==> config.mk <==
export PLATFORM = sky130hd
export DESIGN_NAME = enemy_march_ctrl
export DESIGN_NICKNAME = d
export VERILOG_FILES = /design/src/rtl/space_pkg.sv /design/src/rtl/march_period_ctr.sv /design/src/rtl/enemy_march_ctrl.sv
export SDC_FILE = /design/constraint.sdc
export NUM_CORES = 1
export LEC_CHECK = 0
export ABC_CLOCK_PERIOD_IN_PS = 2200
export CAP_MARGIN = 20
export CORE_ASPECT_RATIO = 0.8
export CORE_MARGIN = 1
export CORE_UTILIZATION = 35
export CTS_CLUSTER_SIZE = 28
export DETAILED_ROUTE_END_ITERATION = 12
export GPL_TIMING_DRIVEN = 0
export PLACE_DENSITY = 0.54
export SLEW_MARGIN = 20
export SYNTH_ARGS = -nofsm -noshare
export SYNTH_HDL_FRONTEND = slang
export SYNTH_SLANG_ARGS = --single-unit
==> constraint.sdc <==
create_clock -name clk -period 2.2 [get_ports clk]
set_input_delay 0.33 -clock clk [delete_from_list [all_inputs] [get_ports clk]]
set_output_delay 0.33 -clock clk [all_outputs]
set_load 0.01 [all_outputs]
==> src/rtl/space_pkg.sv <==
// Shared definitions for the enemy formation blocks: march FSM states and screen constants.
package space_pkg;

    localparam int unsigned COORD_W    = 11;
    localparam int unsigned FRAME_LINE = 400;
    localparam int unsigned PERIOD_W   = 8;

    typedef enum logic [1:0] {
        ST_WAIT   = 2'd0,
        ST_STEP   = 2'd1,
        ST_LANDED = 2'd2
    } march_state_e;

endpackage

==> src/rtl/march_period_ctr.sv <==
// Frame counter and step-period register for the enemy march; emits a one-cycle period_done.
// MARCH_ACCEL_EN: kill shortens the period down to PERIOD_MIN; otherwise the period is fixed.
module march_period_ctr
    import space_pkg::*;
#(
    parameter int unsigned PERIOD_INIT = 30,
    parameter int unsigned PERIOD_MIN  = 2
) (
    input  logic clk,
    input  logic reset,
    input  logic count_en,
    input  logic frame_tick,
    input  logic kill,
    input  logic restart,
    output logic period_done
);

    localparam logic [PERIOD_W-1:0] PER_INIT = PERIOD_W'(PERIOD_INIT);

    logic [PERIOD_W-1:0] cnt_q, cnt_d, period_q, cnt_inc_c;
    logic                done_q, done_d;

    assign cnt_inc_c = cnt_q + PERIOD_W'(1);

`ifdef MARCH_ACCEL_EN
    localparam logic [PERIOD_W-1:0] PER_MIN = PERIOD_W'(PERIOD_MIN);
    logic [PERIOD_W-1:0] period_d;

    always_comb begin
        period_d = period_q;
        if (restart) begin
            period_d = PER_INIT;
        end else if (kill && (period_q > PER_MIN)) begin
            period_d = period_q - PERIOD_W'(1);
        end
    end

    always_ff @(posedge clk or negedge reset) begin
        if (!reset) begin
            period_q <= PER_INIT;
        end else begin
            period_q <= period_d;
        end
    end
`else
    logic unused_kill;
    assign unused_kill = kill;
    assign period_q    = PER_INIT;
`endif

    // A kill may drop the period below the running count, so ">=" keeps the next tick terminal.
    always_comb begin
        cnt_d  = cnt_q;
        done_d = 1'b0;
        if (restart) begin
            cnt_d = '0;
        end else if (count_en && frame_tick) begin
            if (cnt_inc_c >= period_q) begin
                cnt_d  = '0;
                done_d = 1'b1;
            end else begin
                cnt_d = cnt_inc_c;
            end
        end
    end

    always_ff @(posedge clk or negedge reset) begin
        if (!reset) begin
            cnt_q  <= '0;
            done_q <= 1'b0;
        end else begin
            cnt_q  <= cnt_d;
            done_q <= done_d;
        end
    end

    assign period_done = done_q;

endmodule

==> src/rtl/enemy_march_ctrl.sv <==
// Enemy formation sequencer: steps X each period, drops and reverses at the edges, flags landing.
// MARCH_ACCEL_EN: kill pulses shorten the step period (see march_period_ctr).
module enemy_march_ctrl
    import space_pkg::*;
#(
    parameter int unsigned X_LEFT      = 16,
    parameter int unsigned X_RIGHT     = 176,
    parameter int unsigned X_STEP      = 4,
    parameter int unsigned Y_TOP       = 32,
    parameter int unsigned Y_STEP      = 16,
    parameter int unsigned Y_LIMIT     = 320,
    parameter int unsigned PERIOD_INIT = 30,
    parameter int unsigned PERIOD_MIN  = 2
) (
    input  logic               clk,
    input  logic               reset,
    input  logic               frame_tick,
    input  logic               run,
    input  logic               kill,
    input  logic               restart,
    output logic [COORD_W-1:0] form_x,
    output logic [COORD_W-1:0] form_y,
    output logic               dir,
    output logic               step_pulse,
    output logic               anim,
    output logic               landed
);

    localparam logic [COORD_W-1:0] XL = COORD_W'(X_LEFT);
    localparam logic [COORD_W-1:0] XR = COORD_W'(X_RIGHT);
    localparam logic [COORD_W-1:0] XS = COORD_W'(X_STEP);
    localparam logic [COORD_W-1:0] YT = COORD_W'(Y_TOP);
    localparam logic [COORD_W-1:0] YS = COORD_W'(Y_STEP);
    localparam logic [COORD_W-1:0] YL = COORD_W'(Y_LIMIT);

    march_state_e       state_q, state_d;
    logic [COORD_W-1:0] x_q, x_d, y_q, y_d;
    logic               dir_q, dir_d, anim_q, anim_d, step_q, step_d, landed_q, landed_d;
    logic               period_done, at_edge_c;

    march_period_ctr #(
        .PERIOD_INIT (PERIOD_INIT),
        .PERIOD_MIN  (PERIOD_MIN)
    ) u_period (
        .clk         (clk),
        .reset       (reset),
        .count_en    (run && (state_q == ST_WAIT)),
        .frame_tick  (frame_tick),
        .kill        (kill && (state_q != ST_LANDED)),
        .restart     (restart),
        .period_done (period_done)
    );

    // Edge test before the add keeps form_x inside [X_LEFT, X_RIGHT].
    assign at_edge_c = dir_q ? (x_q < (XL + XS)) : ((x_q + XS) > XR);

    always_comb begin
        state_d  = state_q;
        x_d      = x_q;
        y_d      = y_q;
        dir_d    = dir_q;
        anim_d   = anim_q;
        step_d   = 1'b0;
        landed_d = landed_q;
        case (state_q)
            ST_WAIT: begin
                if (period_done) begin
                    state_d = ST_STEP;
                end
            end
            ST_STEP: begin
                step_d = 1'b1;
                anim_d = ~anim_q;
                if (at_edge_c) begin
                    y_d   = y_q + YS;
                    dir_d = ~dir_q;
                end else if (dir_q) begin
                    x_d = x_q - XS;
                end else begin
                    x_d = x_q + XS;
                end
                if (y_d >= YL) begin
                    state_d  = ST_LANDED;
                    landed_d = 1'b1;
                end else begin
                    state_d = ST_WAIT;
                end
            end
            ST_LANDED: begin
                landed_d = 1'b1;
            end
            default: begin
                state_d = ST_WAIT;
            end
        endcase
        if (restart) begin
            state_d  = ST_WAIT;
            x_d      = XL;
            y_d      = YT;
            dir_d    = 1'b0;
            anim_d   = 1'b0;
            step_d   = 1'b0;
            landed_d = 1'b0;
        end
    end

    always_ff @(posedge clk or negedge reset) begin
        if (!reset) begin
            state_q  <= ST_WAIT;
            x_q      <= XL;
            y_q      <= YT;
            dir_q    <= 1'b0;
            anim_q   <= 1'b0;
            step_q   <= 1'b0;
            landed_q <= 1'b0;
        end else begin
            state_q  <= state_d;
            x_q      <= x_d;
            y_q      <= y_d;
            dir_q    <= dir_d;
            anim_q   <= anim_d;
            step_q   <= step_d;
            landed_q <= landed_d;
        end
    end

    assign form_x     = x_q;
    assign form_y     = y_q;
    assign dir        = dir_q;
    assign step_pulse = step_q;
    assign anim       = anim_q;
    assign landed     = landed_q;

endmodule

# After elaboration in Yosys (flattened, before gate mapping)
# Index checks and enable logic that the tools add are counted.
classes:
  muxes: 29
  magnitude_cmp: 4
  n_addsub: 4
  reduce_logical: 11
  eq_ne: 6
  bitwise_logic: 2
op_table:
  columns: ["cell", "n"]
  rows:
  - ["11-bit two-way mux", 8]
  - ["8-bit two-way mux", 3]
  - ["1-bit two-way mux", 13]
  - ["11-bit by 3-bit adder with 11-bit output, second input constant", 1]
  - ["11-bit by 5-bit adder with 11-bit output, second input constant", 1]
  - ["11-bit by 9-bit >= comparator with 1-bit output, second input constant", 1]
  - ["11-bit by 8-bit greater-than comparator with 1-bit output, second input constant", 1]
  - ["11-bit by 5-bit < comparator with 1-bit output, second input constant", 1]
  - ["11-bit by 3-bit subtractor with 11-bit output, second input constant", 1]
  - ["8-bit by 1-bit adder with 8-bit output, second input constant", 1]
  - ["8-bit by 5-bit >= comparator with 1-bit output, second input constant", 1]
  - ["2-bit AND reduction", 4]
  - ["2-bit two-way mux", 3]
  - ["2-bit one-hot mux with 3 select lines", 1]
  - ["2-bit nonzero test", 3]
  - ["2-bit inequality test, second input constant", 2]
  - ["3-bit by 2-bit inequality test with 1-bit output, second input constant", 1]
  - ["3-bit inequality test, second input constant", 1]
  - ["3-bit nonzero test", 1]
  - ["2-bit by 1-bit == test with 1-bit output, second input constant", 1]
  - ["2-bit == test, second input constant", 1]
  - ["1-bit logical AND", 2]
  - ["2-bit logical NOT", 1]
  - ["1-bit inverter", 2]
  - ["1-bit one-hot mux with 2 select lines", 1]
word_totals:
  reg_bits: 37
  output_inout_bits: 26
  wordCells: 65

# Logic depth before layout (Yosys ltp)
depth:
  word_depth: 9
  depth_mapped: 8

# Hierarchy
# A second synthesis with hierarchy kept.
unflattened:
  hier_cells: 229
  hier_area_um2: 2144.6
by_module_without_submodules:
  columns: ["module", "area_each_um2", "seq_area_each_um2", "cells_each", "n_inst"]
  rows:
  - ["enemy_march_ctrl", 1602.8, 553.0, 176, 1]
  - ["march_period_ctr", 541.8, 225.2, 53, 1]

# Least setup slack after synthesis
# Ideal clock, no wire load.
synth_timing:
  kind: "register -> register"
  start: "reg x_q[2] (netlist: form_x[2])"
  end: "reg y_q[9] (netlist: form_y[9])"
  setup_time_ns: 0.125
  stages_incl_launch_ff: 9
  t_arrival_ns: 2.300
  required_ns: 2.075
  path_slack_ns: -0.225
  synth_period_minus_slack_ns: 2.425
  n_path_buf: 1
  path_cell_list: "dfrtp_1 ha_1 and3_1 o21ai_0 nand2_1 or2_0 buf_2 a2111oi_2 mux2_2"
synth_between:
  elab_chain_len: 7
  elab_cells_between_ends: 8
  cone_classes: "add/sub: 1; order compare: 2; mux: 5"
synth_rtl:
  columns: ["item", "line_no", "rtl"]
  rows:
  - ["from (decl)", "enemy_march_ctrl.sv:37", "logic [COORD_W-1:0] x_q, x_d, y_q, y_d;"]
  - ["from (signal assigned)", "enemy_march_ctrl.sv:110", "x_q <= XL;"]
  - ["from (signal assigned)", "enemy_march_ctrl.sv:118", "x_q <= x_d;"]
  - ["11-bit by 3-bit adder with 11-bit output", "enemy_march_ctrl.sv:55", "assign at_edge_c = dir_q ? (x_q < (XL + XS)) : ((x_q + XS) > XR);"]
  - ["11-bit by 8-bit greater-than comparator with 1-bit output", "enemy_march_ctrl.sv:55", null]
  - ["1-bit two-way mux *", "enemy_march_ctrl.sv:55", null]
  - ["11-bit two-way mux *", "enemy_march_ctrl.sv:74", "if (at_edge_c) begin"]
  - ["11-bit two-way mux * (2 in series)", "enemy_march_ctrl.sv:65", "case (state_q)"]
  - ["11-bit two-way mux *", "enemy_march_ctrl.sv:96", "if (restart) begin"]
  - ["to (signal assigned)", "enemy_march_ctrl.sv:119", "y_q <= y_d;"]
  - ["to (decl)", "enemy_march_ctrl.sv:37", null]
# Mark *: on every way between the ends. The rest lies on a longest branch, timed or not. The select of a mux whose other input is x is not followed.
# A chain may end at the register's enable or synchronous reset.

# Final worst setup path
layout_timing:
  start: "reg x_q[9] (netlist: form_x[9])"
  end: "reg x_q[10] (netlist: form_x[10])"
layout_between:
  elab_chain_len: 5
  elab_cells_between_ends: 11
  cone_classes: "add/sub: 2; order compare: 2; eq/ne: 1; mux: 5; reduce/logical: 1"
layout_rtl:
  columns: ["item", "line_no"]
  rows:
  - ["11-bit by 3-bit adder with 11-bit output / 11-bit by 3-bit subtractor with 11-bit output (equally long branches)", "enemy_march_ctrl.sv:55, enemy_march_ctrl.sv:80, enemy_march_ctrl.sv:78"]
  - ["11-bit by 8-bit greater-than comparator with 1-bit output / 11-bit two-way mux (equally long branches)", "enemy_march_ctrl.sv:55, enemy_march_ctrl.sv:77"]
  - ["1-bit two-way mux / 11-bit two-way mux (equally long branches)", "enemy_march_ctrl.sv:55, enemy_march_ctrl.sv:74"]
  - ["2-bit inequality test (no line) / 11-bit two-way mux (equally long branches)", null]
  - ["2-bit AND reduction (no line) / 11-bit two-way mux (equally long branches)", null]
# Several ways; a longest one is shown, not always the timed one. The select of a mux whose other input is x is not followed.

==> results_tabular.tex <==
\begin{tabular}{lr}
\hline
Metric & Value \\
\hline
\multicolumn{2}{l}{\textbf{Floorplan}} \\
\quad Die width & about 93 um \\
\quad Number of rows in the core area & 26 \\
\quad Die footprint & 0.00691 mm\^{}2 \\
\quad Core region area & 0.00638 mm\^{}2 \\
\quad IO Pins & 32 \\
\quad Initial Utilization & 0.361 \\
\quad Die Y & 74.6 um \\
\multicolumn{2}{l}{\textbf{Synth}} \\
\quad Number of enable flip-flop cells after synthesis & 0 \\
\quad Sequential cell area fraction in the yosys report & 0.338 \\
\quad Cell with the most instances after synthesis & dfrtp\_1 \\
\quad Post-synthesis area per instance & roughly 8.6 um\^{}2 \\
\quad Post-synthesis async set-or-reset flop share & 1.00 \\
\quad Post-Synthesis Cells & between 200 and 300 \\
\quad Top post-synthesis cells by count & dfrtp\_1 (29), nor2\_1 (24), o21ai\_0 (19), nand2\_1 (18), nor3\_1 (13) \\
\quad Ys Warns & 0 \\
\quad Cell types occupying the most area after synthesis & dfrtp\_1 (32\%), o21ai\_0 (4.1\%), mux2\_2 (3.9\%), nor2\_1 (3.9\%), ha\_1 (3.3\%) \\
\quad Share of Yosys cell area claimed by the top area cell type & 0.315 \\
\quad Most used DFF post-synth & dfrtp\_1 \\
\quad FF+latch count, synth & 31 \\
\quad Cell area after synthesis & around 0.0023 mm\^{}2 \\
\quad Unique cell type count in the Yosys netlist & 63 \\
\quad Cell type contributing the most total cell area after synthesis & dfrtp\_1 \\
\multicolumn{2}{l}{\textbf{Worst setup path}} \\
\quad Category of cells accounting for the largest share of critical-path delay & simple AND/OR/NAND/NOR gates \\
\quad Worst setup path class & reg2reg \\
\quad Cell-by-cell trace of the critical path & buf\_6 > or3b\_1 > or4\_4 > nand3\_4 > and2\_4 > a21oi\_4 > o311a\_1 \\
\quad Required time at the worst-slack endpoint & 2.37 ns \\
\quad Kind of capture point of the worst setup path & flop \\
\quad Slowest cell on crit path & or4\_4 \\
\quad Maximum single-stage delay on the critical path & around 0.55 ns \\
\quad Worst setup SP type & flop \\
\quad Buffer and inverter count on the worst path & 1 \\
\quad Crit path max fanout & 5 \\
\quad Arrival time at the worst endpoint & $\sim$2.5 ns \\
\multicolumn{2}{l}{\textbf{Drt}} \\
\quad Total vias in the final route & 2,290 \\
\quad Drt first pass iters & 5 \\
\quad Via-per-instance ratio & roughly 5.5 \\
\quad Wirelength, routed & around 6700 um \\
\quad Wirelength per Cell & 16.0 um \\
\quad Remaining DRCs & 0 \\
\quad Detailed router's first-iteration violation count & 217 \\
\quad Antenna Nets Post-Route & 0 \\
\multicolumn{2}{l}{\textbf{Layout}} \\
\quad Number of diodes & 0 \\
\quad Final design instance area without fill & approximately 0.0032 mm\^{}2 \\
\quad Share of the core filled with cells & 0.504 \\
\quad Share of cells above drive strength 1 & 0.302 \\
\quad Nets & 342 \\
\quad Syn-to-layout area delta & 39.4\% \\
\multicolumn{2}{l}{\textbf{Timing}} \\
\quad Count of final hold-check violations & 0 \\
\quad Time the worst path needs with I/O delays and setup & 2.32 ns \\
\quad Worst hold-check slack & roughly 0.46 ns \\
\quad Final-report setup violation count & 14 \\
\quad Number of pins exceeding their max-slew limit in the final report & 0 \\
\quad Maximum operating frequency & between 400 and 500 MHz \\
\quad Worst-case headroom to the max-slew limit & 0.572 \\
\quad Final setup slack of the worst path & -0.116 ns \\
\quad Worst clock skew & $\sim$0.012 ns \\
\quad Slew at the pin closest to its max-slew limit & about 0.64 ns \\
\quad Setup repair after global routing missed its margin & yes \\
\quad Portion of the clock cycle consumed by the worst path in the final layout & 1.05 \\
\multicolumn{2}{l}{\textbf{Place}} \\
\quad Worst Setup Slack post-DPL & -0.282 ns \\
\quad Port-buffer cells & 24 \\
\quad Post-DP HPWL & 4330 um \\
\quad Final Wtd Congestion & $\sim$0.84 \\
\quad Dpl cell area & approximately 0.0027 mm\^{}2 \\
\multicolumn{2}{l}{\textbf{Power}} \\
\quad Total power divided by cell area & 344 mW/mm\^{}2 \\
\quad Leakage power figure & 1.23 nW \\
\quad Total power & around 0.0011 W \\
\quad Max rail drop VDD & approximately 0.00028 V \\
\multicolumn{2}{l}{\textbf{Global routing}} \\
\quad Remaining Overflow, GRT & 0 \\
\quad Pin count of the biggest net entering global routing & 17 \\
\quad Antenna violations before repair & 0 \\
\quad Global-route wire length before repair & 10,300 um \\
\quad Number of global-route vias before repair & 1,971 \\
\quad Overall fraction of global-route tracks in use & 0.197 \\
\multicolumn{2}{l}{\textbf{Clock tree}} \\
\quad Clock Latency Late Sink & around 0.3 ns \\
\quad Number of sinks handled by clock tree synthesis & 31 \\
\quad Clock tree from TritonCTS & built \\
\quad Max H-tree Level & 2 \\
\quad Clock Path Buffers & 2 \\
\quad Clock transition at the registers of the reported paths & $\sim$0.070 ns \\
\quad Number of buffers created by CTS & 5 \\
\quad CTS Root Cell & clkbuf\_8 \\
\multicolumn{2}{l}{\textbf{Outcome}} \\
\quad Failing checks & negative setup slack \\
\quad Status & complete, but fails checks \\
\multicolumn{2}{l}{\textbf{Run}} \\
\quad Maxcap violations & 0 \\
\multicolumn{2}{l}{\textbf{Hold path}} \\
\quad Classification of the worst-slack hold path & reg2reg \\
\hline
\end{tabular}
==> final timing paths <==
| kind | startpoint | to | slack (ns) | cells after the start |
|---|---|---|---|---|
| worst max register to register | form_x[9] | form_x[10] | -0.12 | 7 |
| worst min-delay path | u_period.period_done | state_q[0] | 0.46 | 1 |
| min in group asynchronous | reset | form_y[6] | 0.50 | 2 |
| worst min register to register | u_period.period_done | state_q[0] | 0.46 | 1 |
| worst max-delay path | form_x[9] | form_x[10] | -0.12 | 7 |
| max in group asynchronous | reset | form_x[4] | 1.18 | 3 |
==> kinds of logic (layout without fill, tap and decap cells) <==
kind of cell | Yosys count | in the layout | share of synthesized area
other | 1 | 6 | 0.00163
XOR/XNOR | 2 | 2 | 0.00761
adder cells (fa/ha/maj) | 6 | 6 | 0.0326
multiplexers | 11 | 11 | 0.0521
flip-flops | 31 | 31 | 0.338
AO/OA/AOI/OAI | 72 | 72 | 0.228
AND/OR/NAND/NOR | 117 | 118 | 0.275
buffers and inverters | 27 | 85 | 0.0652
==> sequential cells by signal, indices dropped and copies added, names as in the netlist, 2 cells and up <==
signal          cells
state_q             2
form_x              9
form_y              7
u_period.cnt_q      8
==> layer usage <==
layer	GRT usage	vias up	part of all wire
met3	0.0491	11	0.074
met2	0.286	93	0.43
met4	0.0581	0	0.014
met1	0.289	1078	0.48
li1	-	1108	-
met5	0	-	0
==> timing repair <==
item	in CTS	in global routing
hold buffers	1	0
setup endpoints to repair	19	19
pin swaps	18	5
endpoints found under the hold margin	14	0
buffers inserted	18	7
cloned	1	0
resized for setup	25	25
==> worst register-to-register path, cell delays in order, from the launching register on <==
cell	delay, ns
dfrtp_1	0.39
buf_6	0.14
or3b_1	0.34
or4_4	0.55
nand3_4	0.11
and2_4	0.25
a21oi_4	0.10
o311a_1	0.31
==> layout by cell type, fill, tap and decap left out, drive strengths merged, types with 3 or more instances in the layout <==
cell           synthesis  layout
o22ai                  3       3
nand2b                 3       3
or2                    4       4
o21a                   3       3
and2                   7       8
clkdlybuf4s50          0      23
and3                   4       4
a31oi                  6       6
clkbuf                 6      12
o21ai                 20      20
mux2                   8       8
o211ai                 3       3
ha                     6       6
a2111oi                3       3
o41ai                  3       3
nor2b                 11      11
inv                    8       8
or4                    3       3
buf                   13      39
nand3                 11      11
a21oi                 11      11
nor3                  13      13
nand2                 18      18
or3                    4       4
mux2i                  3       3
dfrtp                 29      29
conb                   1       6
nand4                  4       4
o31ai                  3       3
nor2                  24      24
==> per-stage QoR <==
| stage | TNS (ns) | std cells |
|---|---|---|
| after floorplan | -0.0760 | 272 |
| after global placement | -3.67 | 380 |
| after detailed placement | -3.18 | 381 |
| after CTS | -0.781 | 408 |
| after global routing | -2.28 | 415 |
| final | -0.866 | 415 |
==> report_power, final <==
| group | switching, W | internal [W] |
|---|---|---|
| clock | 0.000236 | 0.000221 |
| sequential | 0.00000400 | 0.000572 |
| combinational | 0.0000434 | 0.0000280 |
==> area by class of cell <==
| cell class | instances | area, um^2 |
|---|---|---|
| multi-input cells | 215 | 1630 |
| repair buffers | 51 | 460 |
| fillers | 596 | 3160 |
| flip-flops and latches | 31 | 782 |
| clock buffers | 6 | 72.6 |
| well taps | 84 | 105 |
| clock inverters | 2 | 12.5 |
| inverters | 8 | 30.0 |
| plain buffers | 18 | 123 |
Note: power is estimated with default switching activity, not from simulation.
